--- src/rtl/mem_wait_ctrl_pkg.sv ---
// mem_wait_ctrl_pkg
// Shared constants and types for the memory wait controller:
//   - CNT_W:               width of the external saturating counter (0..5)
//   - DEFAULT_TIMEOUT_CNT: default timeout value, equal to the counter's saturation value
//   - ST_* localparams:    3-bit state encodings (codes 6 and 7 are illegal)
//   - state_t:             enum over the legal states
//   - is_legal_state():    true for codes 0..5
package mem_wait_ctrl_pkg;

    localparam int CNT_W               = 3;
    localparam int DEFAULT_TIMEOUT_CNT = 5;

    localparam logic [2:0] ST_IDLE  = 3'd0;
    localparam logic [2:0] ST_ISSUE = 3'd1;
    localparam logic [2:0] ST_WAIT  = 3'd2;
    localparam logic [2:0] ST_DONE  = 3'd3;
    localparam logic [2:0] ST_TOUT  = 3'd4;
    localparam logic [2:0] ST_ERR   = 3'd5;

    typedef enum logic [2:0] {
        S_IDLE  = ST_IDLE,
        S_ISSUE = ST_ISSUE,
        S_WAIT  = ST_WAIT,
        S_DONE  = ST_DONE,
        S_TOUT  = ST_TOUT,
        S_ERR   = ST_ERR
    } state_t;

    function automatic logic is_legal_state(input logic [2:0] code);
        return (code <= ST_ERR);
    endfunction

endpackage

--- src/rtl/mem_wait_ctrl_if.sv ---
// mem_wait_ctrl_if
// Bundles the controller's request/response and counter-link signals.
//   slave  modport: the controller's view (mem_wait_ctrl)
//   master modport: the surrounding logic's view (pipeline, memory, counter)
//
// Handshake semantics: there is no valid/ready pair. start is a level strobe
// sampled only in IDLE and DONE. mem_req is a one-cycle request pulse; the
// memory answers with mem_ack (plus mem_rdata) which is honoured only while the
// controller is in WAIT and ignored otherwise. done / timeout are one-cycle
// pulses; err is sticky until reset. ctr_rst holds the external counter at 0.
interface mem_wait_ctrl_if #(
    parameter int DATA_W = 16
);
    logic              start;
    logic              mem_ack;
    logic [DATA_W-1:0] mem_rdata;
    logic [2:0]        cnt;
    logic              cnt_err;
    logic              ctr_rst;
    logic              mem_req;
    logic              stall;
    logic              done;
    logic              timeout;
    logic [DATA_W-1:0] data_out;
    logic              err;

    modport slave (
        input  start, mem_ack, mem_rdata, cnt, cnt_err,
        output ctr_rst, mem_req, stall, done, timeout, data_out, err
    );

    modport master (
        output start, mem_ack, mem_rdata, cnt, cnt_err,
        input  ctr_rst, mem_req, stall, done, timeout, data_out, err
    );
endinterface

--- src/rtl/dff.sv ---
// dff
// Generic enabled D flip-flop cell with asynchronous active-high reset.
//   clk, rst : clock, async reset (q <= RST_VAL)
//   en       : load enable
//   d, q     : W-bit data in / out
module dff #(
    parameter int           W       = 1,
    parameter logic [W-1:0] RST_VAL = '0
) (
    input  logic         clk,
    input  logic         rst,
    input  logic         en,
    input  logic [W-1:0] d,
    output logic [W-1:0] q
);
    always_ff @(posedge clk or posedge rst) begin
        if (rst) begin
            q <= RST_VAL;
        end else if (en) begin
            q <= d;
        end
    end
endmodule

--- src/rtl/mem_wait_ctrl_retry_ctr.sv ---
// retry_ctr
// 2-bit retry counter for the memory wait controller. Built only when
// MEM_WAIT_RETRY_EN is defined.
//   clk, rst : clock, async reset (count <= 0)
//   clr      : clear to 0 (wins over inc)
//   inc      : increment by one
//   count    : current retry count
`ifdef MEM_WAIT_RETRY_EN
module retry_ctr (
    input  logic       clk,
    input  logic       rst,
    input  logic       clr,
    input  logic       inc,
    output logic [1:0] count
);
    logic [1:0] count_d;

    assign count_d = clr ? 2'd0 : (count + 2'd1);

    dff #(.W(2), .RST_VAL(2'd0)) u_count (
        .clk (clk),
        .rst (rst),
        .en  (clr | inc),
        .d   (count_d),
        .q   (count)
    );
endmodule
`endif

--- src/rtl/mem_wait_ctrl.sv ---
// mem_wait_ctrl
// Request/timeout controller placed downstream of a saturating 0..5 counter.
// Issues a single-beat memory request, stalls while waiting for mem_ack,
// captures the returned data and declares a timeout when the counter reaches
// TIMEOUT_CNT. Outputs are Moore (decoded from state); data_out is registered.
//
// Optional feature macro: MEM_WAIT_RETRY_EN
//   defined   : a timeout reissues the request up to MAX_RETRY times, then ERR
//   undefined : a timeout returns to IDLE
//
// Ports:
//   clk       : system clock
//   rst       : asynchronous active-high reset
//   bus       : mem_wait_ctrl_if.slave (start, mem_ack, mem_rdata, cnt, cnt_err
//               in; ctr_rst, mem_req, stall, done, timeout, data_out, err out)
//   state_dbg : current 3-bit state code, for observation
module mem_wait_ctrl
    import mem_wait_ctrl_pkg::*;
#(
    parameter int TIMEOUT_CNT = DEFAULT_TIMEOUT_CNT,
    parameter int DATA_W      = 16,
    parameter int MAX_RETRY   = 2
) (
    input  logic                  clk,
    input  logic                  rst,
    mem_wait_ctrl_if.slave        bus,
    output logic [2:0]            state_dbg
);
    logic [2:0]        state_raw;
    state_t            state_q;
    state_t            state_d;
    logic [DATA_W-1:0] data_q;
    logic              capture_en;

    logic ctr_rst_o;
    logic mem_req_o;
    logic stall_o;
    logic done_o;
    logic timeout_o;
    logic err_o;

    // State register. The raw code may hold 6/7 after an upset; the decode
    // below steers those to ERR.
    dff #(.W(3), .RST_VAL(ST_IDLE)) u_state (
        .clk (clk),
        .rst (rst),
        .en  (1'b1),
        .d   (state_d),
        .q   (state_raw)
    );

    assign state_q   = state_t'(state_raw);
    assign state_dbg = state_raw;

`ifdef MEM_WAIT_RETRY_EN
    logic [1:0] retries;
    logic       retry_ok;

    assign retry_ok = (retries < 2'(MAX_RETRY));

    retry_ctr u_retry (
        .clk   (clk),
        .rst   (rst),
        .clr   ((state_q == S_IDLE) || (state_q == S_DONE)),
        .inc   ((state_q == S_TOUT) && retry_ok),
        .count (retries)
    );
`endif

    always_comb begin
        state_d   = state_q;
        ctr_rst_o = 1'b1;
        mem_req_o = 1'b0;
        stall_o   = 1'b0;
        done_o    = 1'b0;
        timeout_o = 1'b0;
        err_o     = 1'b0;

        case (state_q)
            S_IDLE: begin
                if (bus.start) state_d = S_ISSUE;
            end
            S_ISSUE: begin
                mem_req_o = 1'b1;
                stall_o   = 1'b1;
                state_d   = S_WAIT;
            end
            S_WAIT: begin
                ctr_rst_o = 1'b0;
                stall_o   = 1'b1;
                // Ack beats timeout when both land in the same cycle.
                if (bus.mem_ack) begin
                    state_d = S_DONE;
                end else if (bus.cnt == 3'(TIMEOUT_CNT)) begin
                    state_d = S_TOUT;
                end
            end
            S_DONE: begin
                done_o  = 1'b1;
                state_d = bus.start ? S_ISSUE : S_IDLE;
            end
            S_TOUT: begin
                timeout_o = 1'b1;
`ifdef MEM_WAIT_RETRY_EN
                stall_o   = 1'b1;
                state_d   = retry_ok ? S_ISSUE : S_ERR;
`else
                state_d   = S_IDLE;
`endif
            end
            S_ERR: begin
                err_o = 1'b1;
            end
            default: begin
                // Illegal code: flag immediately, park in ERR.
                err_o   = 1'b1;
                state_d = S_ERR;
            end
        endcase

        // Counter error overrides everything, including a pending ack.
        if (bus.cnt_err) state_d = S_ERR;
    end

    // Capture only on a genuine completion: ack in WAIT without a counter error.
    assign capture_en = (state_q == S_WAIT) && bus.mem_ack && !bus.cnt_err;

    dff #(.W(DATA_W), .RST_VAL('0)) u_data (
        .clk (clk),
        .rst (rst),
        .en  (capture_en),
        .d   (bus.mem_rdata),
        .q   (data_q)
    );

    assign bus.ctr_rst  = ctr_rst_o;
    assign bus.mem_req  = mem_req_o;
    assign bus.stall    = stall_o;
    assign bus.done     = done_o;
    assign bus.timeout  = timeout_o;
    assign bus.err      = err_o;
    assign bus.data_out = data_q;

endmodule

--- src/flat_wrapper.sv ---
// flat-port wrapper written by rule: the top's interface ports become plain ports
module mem_wait_ctrl_flat import mem_wait_ctrl_pkg::*;
#(
    parameter int TIMEOUT_CNT = DEFAULT_TIMEOUT_CNT,
    parameter int DATA_W      = 16,
    parameter int MAX_RETRY   = 2
)
  (clk, rst, state_dbg, bus_start, bus_mem_ack, bus_mem_rdata, bus_cnt, bus_cnt_err, bus_ctr_rst, bus_mem_req, bus_stall, bus_done, bus_timeout, bus_data_out, bus_err);
  mem_wait_ctrl_if #(.DATA_W(DATA_W)) bus_i ();
  input  logic clk;
  input  logic rst;
  output logic [2:0] state_dbg;
  input wire logic [$bits(bus_i.start)-1:0] bus_start;
  input wire logic [$bits(bus_i.mem_ack)-1:0] bus_mem_ack;
  input wire logic [$bits(bus_i.mem_rdata)-1:0] bus_mem_rdata;
  input wire logic [$bits(bus_i.cnt)-1:0] bus_cnt;
  input wire logic [$bits(bus_i.cnt_err)-1:0] bus_cnt_err;
  output wire logic [$bits(bus_i.ctr_rst)-1:0] bus_ctr_rst;
  output wire logic [$bits(bus_i.mem_req)-1:0] bus_mem_req;
  output wire logic [$bits(bus_i.stall)-1:0] bus_stall;
  output wire logic [$bits(bus_i.done)-1:0] bus_done;
  output wire logic [$bits(bus_i.timeout)-1:0] bus_timeout;
  output wire logic [$bits(bus_i.data_out)-1:0] bus_data_out;
  output wire logic [$bits(bus_i.err)-1:0] bus_err;
  assign bus_i.start = bus_start;
  assign bus_i.mem_ack = bus_mem_ack;
  assign bus_i.mem_rdata = bus_mem_rdata;
  assign bus_i.cnt = bus_cnt;
  assign bus_i.cnt_err = bus_cnt_err;
  assign bus_ctr_rst = bus_i.ctr_rst;
  assign bus_mem_req = bus_i.mem_req;
  assign bus_stall = bus_i.stall;
  assign bus_done = bus_i.done;
  assign bus_timeout = bus_i.timeout;
  assign bus_data_out = bus_i.data_out;
  assign bus_err = bus_i.err;
  mem_wait_ctrl #(.TIMEOUT_CNT(TIMEOUT_CNT), .DATA_W(DATA_W), .MAX_RETRY(MAX_RETRY)) u_core (.clk(clk), .rst(rst), .bus(bus_i), .state_dbg(state_dbg));
endmodule
--- config.mk ---
export PLATFORM = sky130hd
export DESIGN_NAME = mem_wait_ctrl_flat
export DESIGN_NICKNAME = d
export VERILOG_FILES = /design/src/rtl/mem_wait_ctrl_pkg.sv /design/src/rtl/mem_wait_ctrl_if.sv /design/src/rtl/dff.sv /design/src/rtl/mem_wait_ctrl_retry_ctr.sv /design/src/rtl/mem_wait_ctrl.sv /design/src/flat_wrapper.sv
export SDC_FILE = /design/constraint.sdc
export NUM_CORES = 1
export LEC_CHECK = 0
export BUFFER_PORTS_ARGS = -buffer_cell sky130_fd_sc_hd__buf_2
export CAP_MARGIN = 20
export CORE_UTILIZATION = 40
export CTS_BUF_LIST = sky130_fd_sc_hd__clkbuf_8 sky130_fd_sc_hd__clkbuf_16
export DETAILED_ROUTE_END_ITERATION = 8
export PLACE_DENSITY = 0.74
export REMOVE_ABC_BUFFERS = 1
export SYNTH_ARGS = -nofsm -noshare
export SYNTH_HDL_FRONTEND = slang
export SYNTH_SLANG_ARGS = --single-unit
--- constraint.sdc ---
create_clock -name clk -period 5.9 [get_ports clk]
set_input_delay 0.59 -clock clk [delete_from_list [all_inputs] [get_ports clk]]
set_output_delay 0.59 -clock clk [all_outputs]
set_load 0.02 [all_outputs]
==> results.py, run 1 <==
metrics = {
    "routing": {
        "wl_per_cell_um": 12.1,
        "drtIter0Drc": 0,
        "ant_nets": 0,
        "drtPass1Iterations": 1,
        "vias_per_cell": 4.75,
        "drc": 0,
        "wl_um": 1600,
        "vias": 627,
    },
    "flow_run": {
        "cap_violations": 0,
    },
    "layout": {
        "layout-drive-gt1-share": 0.667,
        "nNetsFinal": 130,
        "antennaDiodeCount": 0,
        "final_cells": 132,
        "syn2layout_area_growth_pct": 33.7,
        "final_util": 0.578,
    },
    "grt": {
        "grt_usage": 0.144,
        "grt_pass1_vias": 531,
        "antenna_found_initial": 0,
        "gr-total-overflow": 0,
        "grt_pass1_wl_um": 2300,
        "grt_max_degree": 20,
    },
    "pwr": {
        "switching_share": 0.261,
        "leakagePower_nw": 0.659,
        "p_per_area_nw_per_um2": 242,
        "seq_power_share": 0.515,
        "p_switching_w": 0.0000724,
        "power.share.combinational": 0.167,
        "internal_power_w": 0.000205,
        "pwr-share-clk": 0.319,
        "peakVddDrop_v": 0.000120,
    },
    "sta": {
        "rsz0062_at_grt": "false",
        "fmax_ghz": 0.468,
        "setup_tns_ps": 0,
        "timing.hold.ws_ps": 440,
        "finalMaxSlewViolations": 0,
        "skew_ps": 1.21,
        "setup_viol": 0,
        "min_period_ps": 2140,
        "tightestPinTransition_ps": 802,
        "min_period_over_period": 0.362,
        "hold_viol_final": 0,
        "maxSlewHeadroom": 0.465,
    },
    "yosys": {
        "avgSynthCellArea_sq_um": 15.6,
        "yosysSeqAreaShare": 0.555,
        "synthFlopType": "dfrtp_1",
        "synth_edf_count": 0,
        "synthesis.yosys.warnings": 0,
        "yosysMostFrequentCell": "dfrtp_1",
        "synth_area_leaders": "dfrtp_1 (55%), mux2_4 (18%), mux2_2 (9.2%)",
        "synth_cell_types": 22,
        "yosys-top-cells-count": "dfrtp_1 (19), mux2_4 (10), mux2_2 (7)",
        "synth_top_area_share": 0.555,
        "syn_area_sq_um": 857,
        "syn_inst": 55,
        "synth_top_area_cell": "dfrtp_1",
        "ys_ff_latch": 19,
        "async_reset_ff_frac": 1.00,
    },
    "clock_network": {
        "cts.sinks": 19,
        "cts_hold_buf": 0,
        "htree_levels": 1,
        "path_clk_slew_ps": 70,
        "ctsRootBufferMaster": "clkbuf_8",
        "numCtsBuffers": 3,
        "cts_max_path_buffers": 2,
        "cts_resized": 0,
        "cts_tree": "yes",
        "insertion_delay_ps": 250,
        "post_cts_buffers": 0,
    },
    "critical_path": {
        "end_kind": "register",
        "arrival_ps": 2270,
        "critPathRequiredTime_ps": 6040,
        "crit_type": "reg2reg",
        "start_kind": "register",
        "cp_max_fo": 16,
    },
    "outcome": {
        "status": "complete, no violations",
    },
    "die": {
        "core_area_sq_um": 1980,
        "dieArea_sq_um": 2330,
        "io_pins": 49,
        "fp.dieW_um": 48.3,
        "die_h_um": 48.3,
        "num_rows": 16,
        "start_util": 0.432,
    },
    "placed_design": {
        "portBuffers": 48,
        "hpwl_um": 1210,
        "dp.cells": 128,
        "gp_congestion": 0.743,
    },
    "worst_hold_path": {
        "hold_path.class": "in2async",
    },
}
[through the flow]
| stage | setup slack (ps) | cell area (sq um) | total power (W) |
|---|---|---|---|
| finish | 3760 | 1150 | 0.000277 |
| CTS | 3750 | 1150 | 0.000280 |
| global placement | 3790 | 1100 | 0.000191 |
| floorplan | 3750 | 826 | 0.000171 |
| detailed placement | 3760 | 1100 | 0.000192 |
| global route | 3660 | 1150 | 0.000292 |
[flip-flops by register name (all words and copies together) (netlist names)]
| name | flops |
|---|---|
| u_core.u_state.q | 3 |
| u_core.u_data.q | 16 |
[worst max-delay path, cell delays in order (launching register included)]
cell and delay [ps]:
dfrtp_1 470, or3b_4 430, or3b_1 700, mux2_4 420
[logic make-up (layout without fill, tap and decap cells)]
family / Yosys count / after routing / synth area share
DFF: 19 / 19 / 0.555
and+or+nand+nor: 10 / 10 / 0.0818
muxes: 17 / 17 / 0.267
AOI/OAI and AO/OA: 6 / 6 / 0.0555
buffers and inverters: 3 / 53 / 0.0409
[power groups by stage]
stage	sequential, W	combinational, W	clock [W]
detailed placement	0.000145	0.0000468	0
global route	0.000144	0.0000505	0.0000972
global placement	0.000145	0.0000465	0
CTS	0.000143	0.0000469	0.0000907
floorplan	0.000153	0.0000186	0
finish	0.000143	0.0000461	0.0000882
[cells in the final DEF (no fill, tap or decap)]
cell type / n
a2111o_1: 1
a211o_1: 1
a211oi_1: 1
and3b_1: 1
buf_2: 48
clkbuf_8: 3
clkinv_2: 1
dfrtp_1: 19
inv_1: 1
mux2_2: 7
mux2_4: 10
nand2_1: 1
nand2b_1: 1
nor2_1: 1
nor2b_1: 1
nor3_1: 1
nor3b_1: 1
nor4b_1: 1
o21a_1: 1
o21ai_0: 1
o31ai_1: 1
or3b_1: 1
or3b_4: 1
[path summary, 6_finish.rpt]
check / start / end / slack, ps / cells past startpoint
max: u_core.u_state.q[2]$_DFFE_PP0P_ / u_core.u_data.q[10]$_DFFE_PP0P_ / 3760 / 3
min: rst / u_core.u_data.q[2]$_DFFE_PP0P_ / 440 / 2
max reg2reg: u_core.u_state.q[2]$_DFFE_PP0P_ / u_core.u_data.q[10]$_DFFE_PP0P_ / 3760 / 3
min reg2reg: u_core.u_data.q[6]$_DFFE_PP0P_ / u_core.u_data.q[6]$_DFFE_PP0P_ / 500 / 1
max in group asynchronous: rst / u_core.u_data.q[11]$_DFFE_PP0P_ / 5020 / 2
min in group clk: u_core.u_data.q[6]$_DFFE_PP0P_ / u_core.u_data.q[6]$_DFFE_PP0P_ / 500 / 1
[area by class of cell]
type	count	area [sq um]
Sequential cell	19	475
Inverter	1	3.75
Tap cell	27	33.8
Fill cell	185	836
Timing Repair Buffer	48	240
Clock inverter	1	5.00
Multi-Input combinational cell	33	347
Clock buffer	3	41.3
[layer usage]
metal  wire [um]  vias up  global-route usage
met1         719      292               0.178
met5           0        -                   0
li1            -      300                   -
met4           0        0              0.0333
met2         673       35               0.235
met3         206        0              0.0593
No activity file was read; power rests on OpenSTA's default activity.
==> run 2, diff against run 1 <==
--- a/config.mk
+++ b/config.mk
@@ -7,7 +7,7 @@
 export LEC_CHECK = 0
 export BUFFER_PORTS_ARGS = -buffer_cell sky130_fd_sc_hd__buf_2
 export CAP_MARGIN = 20
-export CORE_UTILIZATION = 40
+export CORE_UTILIZATION = 38
 export CTS_BUF_LIST = sky130_fd_sc_hd__clkbuf_8 sky130_fd_sc_hd__clkbuf_16
 export DETAILED_ROUTE_END_ITERATION = 8
 export PLACE_DENSITY = 0.74
==> constraint.sdc (replaced) <==
create_clock -name clk -period 1.72 [get_ports clk]
set_input_delay 0.172 -clock clk [delete_from_list [all_inputs] [get_ports clk]]
set_output_delay 0.172 -clock clk [all_outputs]
set_load 0.02 [all_outputs]
==> run 2 against run 1 <==
Net effect: the run now ends with negative setup slack left; cell count up 3.8%; clock skew grew 3.7 ps; global-route usage rose by 1.4 points; non-clock buffer count up 5.
==> results.py, run 2 (synthesized netlist as in run 1, its figures left out) <==
metrics = {
    "pwr": {
        "power.total_w": 0.000956,
        "peakVddDrop_v": 0.000526,
        "leakagePower_nw": 0.690,
        "p_per_area_nw_per_um2": 799,
    },
    "outcome": {
        "status": "finished with violations",
        "violations": "negative setup slack",
    },
    "clock_network": {
        "numCtsBuffers": 3,
        "cts.sinks": 19,
        "htree_levels": 1,
        "insertion_delay_ps": 250,
        "cts_tree": "yes",
        "ctsRootBufferMaster": "clkbuf_8",
        "path_clk_slew_ps": 70,
        "cts_max_path_buffers": 2,
    },
    "critical_path": {
        "critPathRequiredTime_ps": 1860,
        "end_kind": "register",
        "crit_type": "reg2reg",
        "slowest_stage": "or3b_4",
        "cp_max_fo": 16,
        "path_depth": 4,
        "r2r_cells": 4,
        "cp_top_family": "simple AND/OR/NAND/NOR gates",
        "cp_cell_sequence": "or3b_4 > or3b_4 > buf_12 > mux2_4",
        "critPathBufInv": 1,
        "cp_slowest_stage_delay_ps": 400,
        "arrival_ps": 1890,
        "cpMostUsedCell": "or3b_4",
        "start_kind": "register",
    },
    "sta": {
        "rsz0062_at_grt": "true",
        "fmax_ghz": 0.571,
        "tightestPinTransition_ps": 709,
        "min_period_over_period": 1.02,
        "hold_viol_final": 0,
        "timing.hold.ws_ps": 20.6,
        "skew_ps": 4.91,
        "maxSlewHeadroom": 0.527,
        "setup_slack_ps": -30.5,
        "setup_viol": 11,
        "min_period_ps": 1750,
        "finalMaxSlewViolations": 0,
    },
    "layout": {
        "final_cell_mix": "buf_2 (48), dfrtp_1 (19), mux2_4 (10), mux2_2 (7), buf_4 (4)",
        "final_common_cell": "buf_2",
        "regMostFlops": "u_core.u_data.q",
        "final_util": 0.586,
        "final_cells": 137,
        "multi_input_area_sq_um": 349,
        "layout-drive-gt1-share": 0.682,
        "nNetsFinal": 135,
        "largestRegisters": "u_core.u_data.q (16), u_core.u_state.q (3)",
        "antennaDiodeCount": 0,
        "regArea_sq_um": 475,
        "n_fill_cell": 184,
        "syn2layout_area_growth_pct": 39.7,
        "largest_reg_flops": 16,
    },
    "worst_hold_path": {
        "hold_path.class": "in2async",
    },
    "die": {
        "die_h_um": 49.5,
        "start_util": 0.420,
        "dieArea_sq_um": 2450,
        "num_rows": 16,
        "fp.dieW_um": 49.5,
        "core_area_sq_um": 2040,
        "io_pins": 49,
    },
    "routing": {
        "vias": 645,
        "vias_per_cell": 4.71,
        "wl_per_cell_um": 12.8,
        "ant_nets": 0,
        "drc": 0,
        "drtPass1Iterations": 3,
        "drtIter0Drc": 2,
        "wl_um": 1760,
    },
    "placed_design": {
        "gp_congestion": 0.694,
        "pre_cts_ws_ps": -36.9,
        "portBuffers": 48,
        "dp.cells": 133,
    },
    "grt": {
        "grt_pass1_wl_um": 2930,
        "grt_usage": 0.158,
        "gr-total-overflow": 0,
        "antenna_found_initial": 0,
        "grt_pass1_vias": 664,
        "grt_max_degree": 20,
    },
    "flow_run": {
        "cap_violations": 0,
    },
}
[run 2: cell count changes in the layout (fill, tap and decap cells not counted)]
cell | before | now
buf_4 | 0 | 4
buf_12 | 0 | 1
clkinv_2 | 1 | 0
inv_1 | 1 | 2
or3b_1 | 1 | 0
or3b_4 | 1 | 2
[run 2: cell type report]
type                    instances  area share
clock buffers                   3      0.0345
clock inverters                 1     0.00313
inverters                       1     0.00313
multi-input cells              33       0.292
flip-flops and latches         19       0.397
well taps                      27      0.0282
repair buffers                 53       0.242
[run 2: path summary, 6_finish.rpt]
kind	start	endpoint	slack, ps
setup reg to reg	u_core.u_state.q[2]$_DFFE_PP0P_	u_core.u_data.q[7]$_DFFE_PP0P_	-30
hold reg to reg	u_core.u_data.q[11]$_DFFE_PP0P_	u_core.u_data.q[11]$_DFFE_PP0P_	500
min in group clk	bus_cnt_err	u_core.u_state.q[1]$_DFFE_PP0P_	140
setup / recovery	u_core.u_state.q[2]$_DFFE_PP0P_	u_core.u_data.q[7]$_DFFE_PP0P_	-30
max in group asynchronous	rst	u_core.u_data.q[6]$_DFFE_PP0P_	1240
hold / removal	rst	u_core.u_data.q[5]$_DFFE_PP0P_	20
[run 2: what timing repair did]
item	in CTS	in global routing
hold buffers	0	0
gates resized for setup	1	0
endpoints found under the setup margin	16	16
setup buffers	0	0
[run 2: layer usage]
| layer | routed length (um) | track usage | vias up |
|---|---|---|---|
| met5 | 0 | 0 | - |
| li1 | - | - | 310 |
| met3 | 112 | 0.0278 | 4 |
| met1 | 780 | 0.188 | 304 |
| met2 | 827 | 0.263 | 27 |
| met4 | 36 | 0.100 | 0 |
[run 2: per-stage QoR]
stage          setup TNS [ps]  cell area (sq um)
2_1_floorplan           -6800                826
3_3_place_gp            -90.8               1150
3_5_place_dp             -401               1150
4_1_cts                  -165               1200
5_1_grt                  -920               1200
6_report                 -255               1200
[run 2: where the power goes]
group / total [W] / internal (W) / switching (W) / leakage [nW]
clock network: 0.000298 / 0.000158 / 0.000139 / 0.0269
registers: 0.000480 / 0.000469 / 0.0000106 / 0.247
logic: 0.000179 / 0.0000798 / 0.0000990 / 0.416
total: 0.000956 / 0.000707 / 0.000249 / 0.690
==> run 3, diff against run 2 <==
--- a/config.mk
+++ b/config.mk
@@ -7,11 +7,13 @@
 export LEC_CHECK = 0
 export BUFFER_PORTS_ARGS = -buffer_cell sky130_fd_sc_hd__buf_2
 export CAP_MARGIN = 20
-export CORE_UTILIZATION = 38
-export CTS_BUF_LIST = sky130_fd_sc_hd__clkbuf_8 sky130_fd_sc_hd__clkbuf_16
+export CORE_UTILIZATION = 40
+export CTS_BUF_LIST = sky130_fd_sc_hd__clkbuf_8
 export DETAILED_ROUTE_END_ITERATION = 8
-export PLACE_DENSITY = 0.74
+export PLACE_DENSITY = 0.77
 export REMOVE_ABC_BUFFERS = 1
+export SETUP_SLACK_MARGIN = 0.02
 export SYNTH_ARGS = -nofsm -noshare
 export SYNTH_HDL_FRONTEND = slang
 export SYNTH_SLANG_ARGS = --single-unit
+export TNS_END_PERCENT = 5
==> run 3 against run 2 <==
Net effect: the run still ends with negative setup slack left; wire length shrank 2.5%; via count stayed put; non-clock buffer count is the same; maximum frequency increased by 0.26%; sequential share of layout area rose by 0.17 points; largest power group unchanged; highest routed layer unchanged.
==> results.py, run 3 (synthesized netlist as in run 1, its figures left out) <==
metrics = {
    "outcome": {
        "status": "finished with violations",
        "violations": "negative setup slack",
    },
    "sta": {
        "fmax_ghz": 0.573,
        "tightestPinTransition_ps": 697,
        "setup_viol": 12,
        "min_period_over_period": 1.02,
        "setup_slack_ps": -26.0,
        "maxSlewHeadroom": 0.534,
        "hold_viol_final": 0,
        "timing.hold.ws_ps": 16.7,
        "finalMaxSlewViolations": 0,
        "rsz0062_at_grt": "true",
        "skew_ps": 4.56,
        "min_period_ps": 1750,
    },
    "routing": {
        "drtIter0Drc": 4,
        "highest_layer": "met4",
        "met3_length_um": 102,
        "wl_met2_um": 871,
        "vias_per_cell": 4.71,
        "wl_per_cell_um": 12.5,
        "drtPass1Iterations": 4,
        "drc": 0,
        "ant_nets": 0,
        "vias": 645,
        "wl_met1_um": 732,
        "wl_um": 1710,
    },
    "layout": {
        "largest_reg_flops": 16,
        "layout-drive-gt1-share": 0.682,
        "antennaDiodeCount": 0,
        "final_common_cell": "buf_2",
        "largestRegisters": "u_core.u_data.q (16), u_core.u_state.q (3)",
        "regMostFlops": "u_core.u_data.q",
        "final_cell_mix": "buf_2 (48), dfrtp_1 (19), mux2_4 (10), mux2_2 (7)",
        "syn2layout_area_growth_pct": 39.1,
        "n_fill_cell": 174,
        "nNetsFinal": 135,
    },
    "clock_network": {
        "cts_hold_buf": 0,
        "post_cts_buffers": 0,
        "htree_levels": 1,
        "ctsRootBufferMaster": "clkbuf_8",
        "cts_tree": "yes",
        "cts.sinks": 19,
        "cts_resized": 3,
        "path_clk_slew_ps": 70,
        "insertion_delay_ps": 250,
        "cts_max_path_buffers": 2,
        "numCtsBuffers": 3,
    },
    "critical_path": {
        "start_kind": "register",
        "end_kind": "register",
        "cp_max_fo": 10,
        "cpMostUsedCell": "or3b_4",
        "crit_type": "reg2reg",
        "cp_slowest_stage_delay_ps": 400,
        "slowest_stage": "or3b_4",
        "arrival_ps": 1890,
        "critPathRequiredTime_ps": 1860,
        "cp_cell_sequence": "or3b_4 > or3b_4 > buf_6 > mux2_4",
    },
    "grt": {
        "gr-total-overflow": 0,
        "grt_pass1_vias": 593,
        "grt_pass1_wl_um": 2390,
        "antenna_found_initial": 0,
        "grt_usage": 0.150,
        "grt_max_degree": 20,
    },
    "die": {
        "fp.dieW_um": 48.3,
        "die_h_um": 48.3,
        "num_rows": 16,
        "core_area_sq_um": 1980,
        "dieArea_sq_um": 2330,
        "start_util": 0.432,
        "io_pins": 49,
    },
    "placed_design": {
        "hpwl_um": 1330,
        "portBuffers": 48,
        "pre_cts_ws_ps": -48.3,
        "gp_congestion": 0.668,
    },
    "flow_run": {
        "cap_violations": 0,
    },
    "pwr": {
        "leakagePower_nw": 0.687,
        "peakVddDrop_v": 0.000503,
        "p_per_area_nw_per_um2": 800,
    },
    "worst_hold_path": {
        "hold_path.class": "in2async",
    },
}
[run 3: cell counts in the layout (fill, tap and decap cells not counted)]
No cell type changed its count.
[run 3: path summary, 6_finish.rpt]
path / start / endpoint / slack [ps] / cells past startpoint
min in group clk: bus_cnt_err / u_core.u_state.q[1]$_DFFE_PP0P_ / 120 / 2
worst max register to register: u_core.u_state.q[2]$_DFFE_PP0P_ / u_core.u_data.q[15]$_DFFE_PP0P_ / -30 / 4
worst max-delay path: u_core.u_state.q[2]$_DFFE_PP0P_ / u_core.u_data.q[15]$_DFFE_PP0P_ / -30 / 4
worst min-delay path: rst / u_core.u_data.q[3]$_DFFE_PP0P_ / 20 / 2
max in group asynchronous: rst / u_core.u_data.q[6]$_DFFE_PP0P_ / 1250 / 2
worst min register to register: u_core.u_data.q[5]$_DFFE_PP0P_ / u_core.u_data.q[5]$_DFFE_PP0P_ / 500 / 1
[run 3: worst max-delay path: cells and delay by family (launching register included)]
kind                   cells  cell delay [ps]
buffers and inverters      1              160
muxes                      1              300
and+or+nand+nor            2              800
DFF                        1              380
[run 3: where the power goes]
part           switching (W)  internal [W]  leakage, nW
clock               0.000139      0.000158       0.0269
combinational      0.0000968     0.0000797        0.413
sequential         0.0000112      0.000469        0.247
[run 3: cell type report]
cell class	instances	area [sq um]	area share
clock inverter	1	3.75	0.00315
sequential	19	475	0.399
multi-input combinational	33	349	0.293
inverter	1	3.75	0.00315
timing repair buffer	53	285	0.239
tap	27	33.8	0.0283
clock buffer	3	41.3	0.0346
[run 3: through the flow]
| step | total power, W | cell area, sq um | setup TNS [ps] | utilization | std cells |
|---|---|---|---|---|---|
| 2_1_floorplan | 0.000587 | 826 | -6800 | - | 53 |
| 3_3_place_gp | 0.000664 | 1140 | -55.0 | 0.574 | 133 |
| 3_5_place_dp | 0.000667 | 1140 | -497 | 0.574 | 133 |
| 4_1_cts | 0.000964 | 1190 | -195 | 0.602 | 137 |
| 5_1_grt | 0.000999 | 1190 | -707 | 0.602 | 137 |
| 6_report | 0.000954 | 1190 | -169 | 0.602 | 137 |
[run 3: layer usage]
metal | GRT usage | vias up
li1 | - | 310
met3 | 0.0333 | 2
met2 | 0.248 | 26
met5 | 0 | -
met4 | 0.0667 | 0
met1 | 0.185 | 307
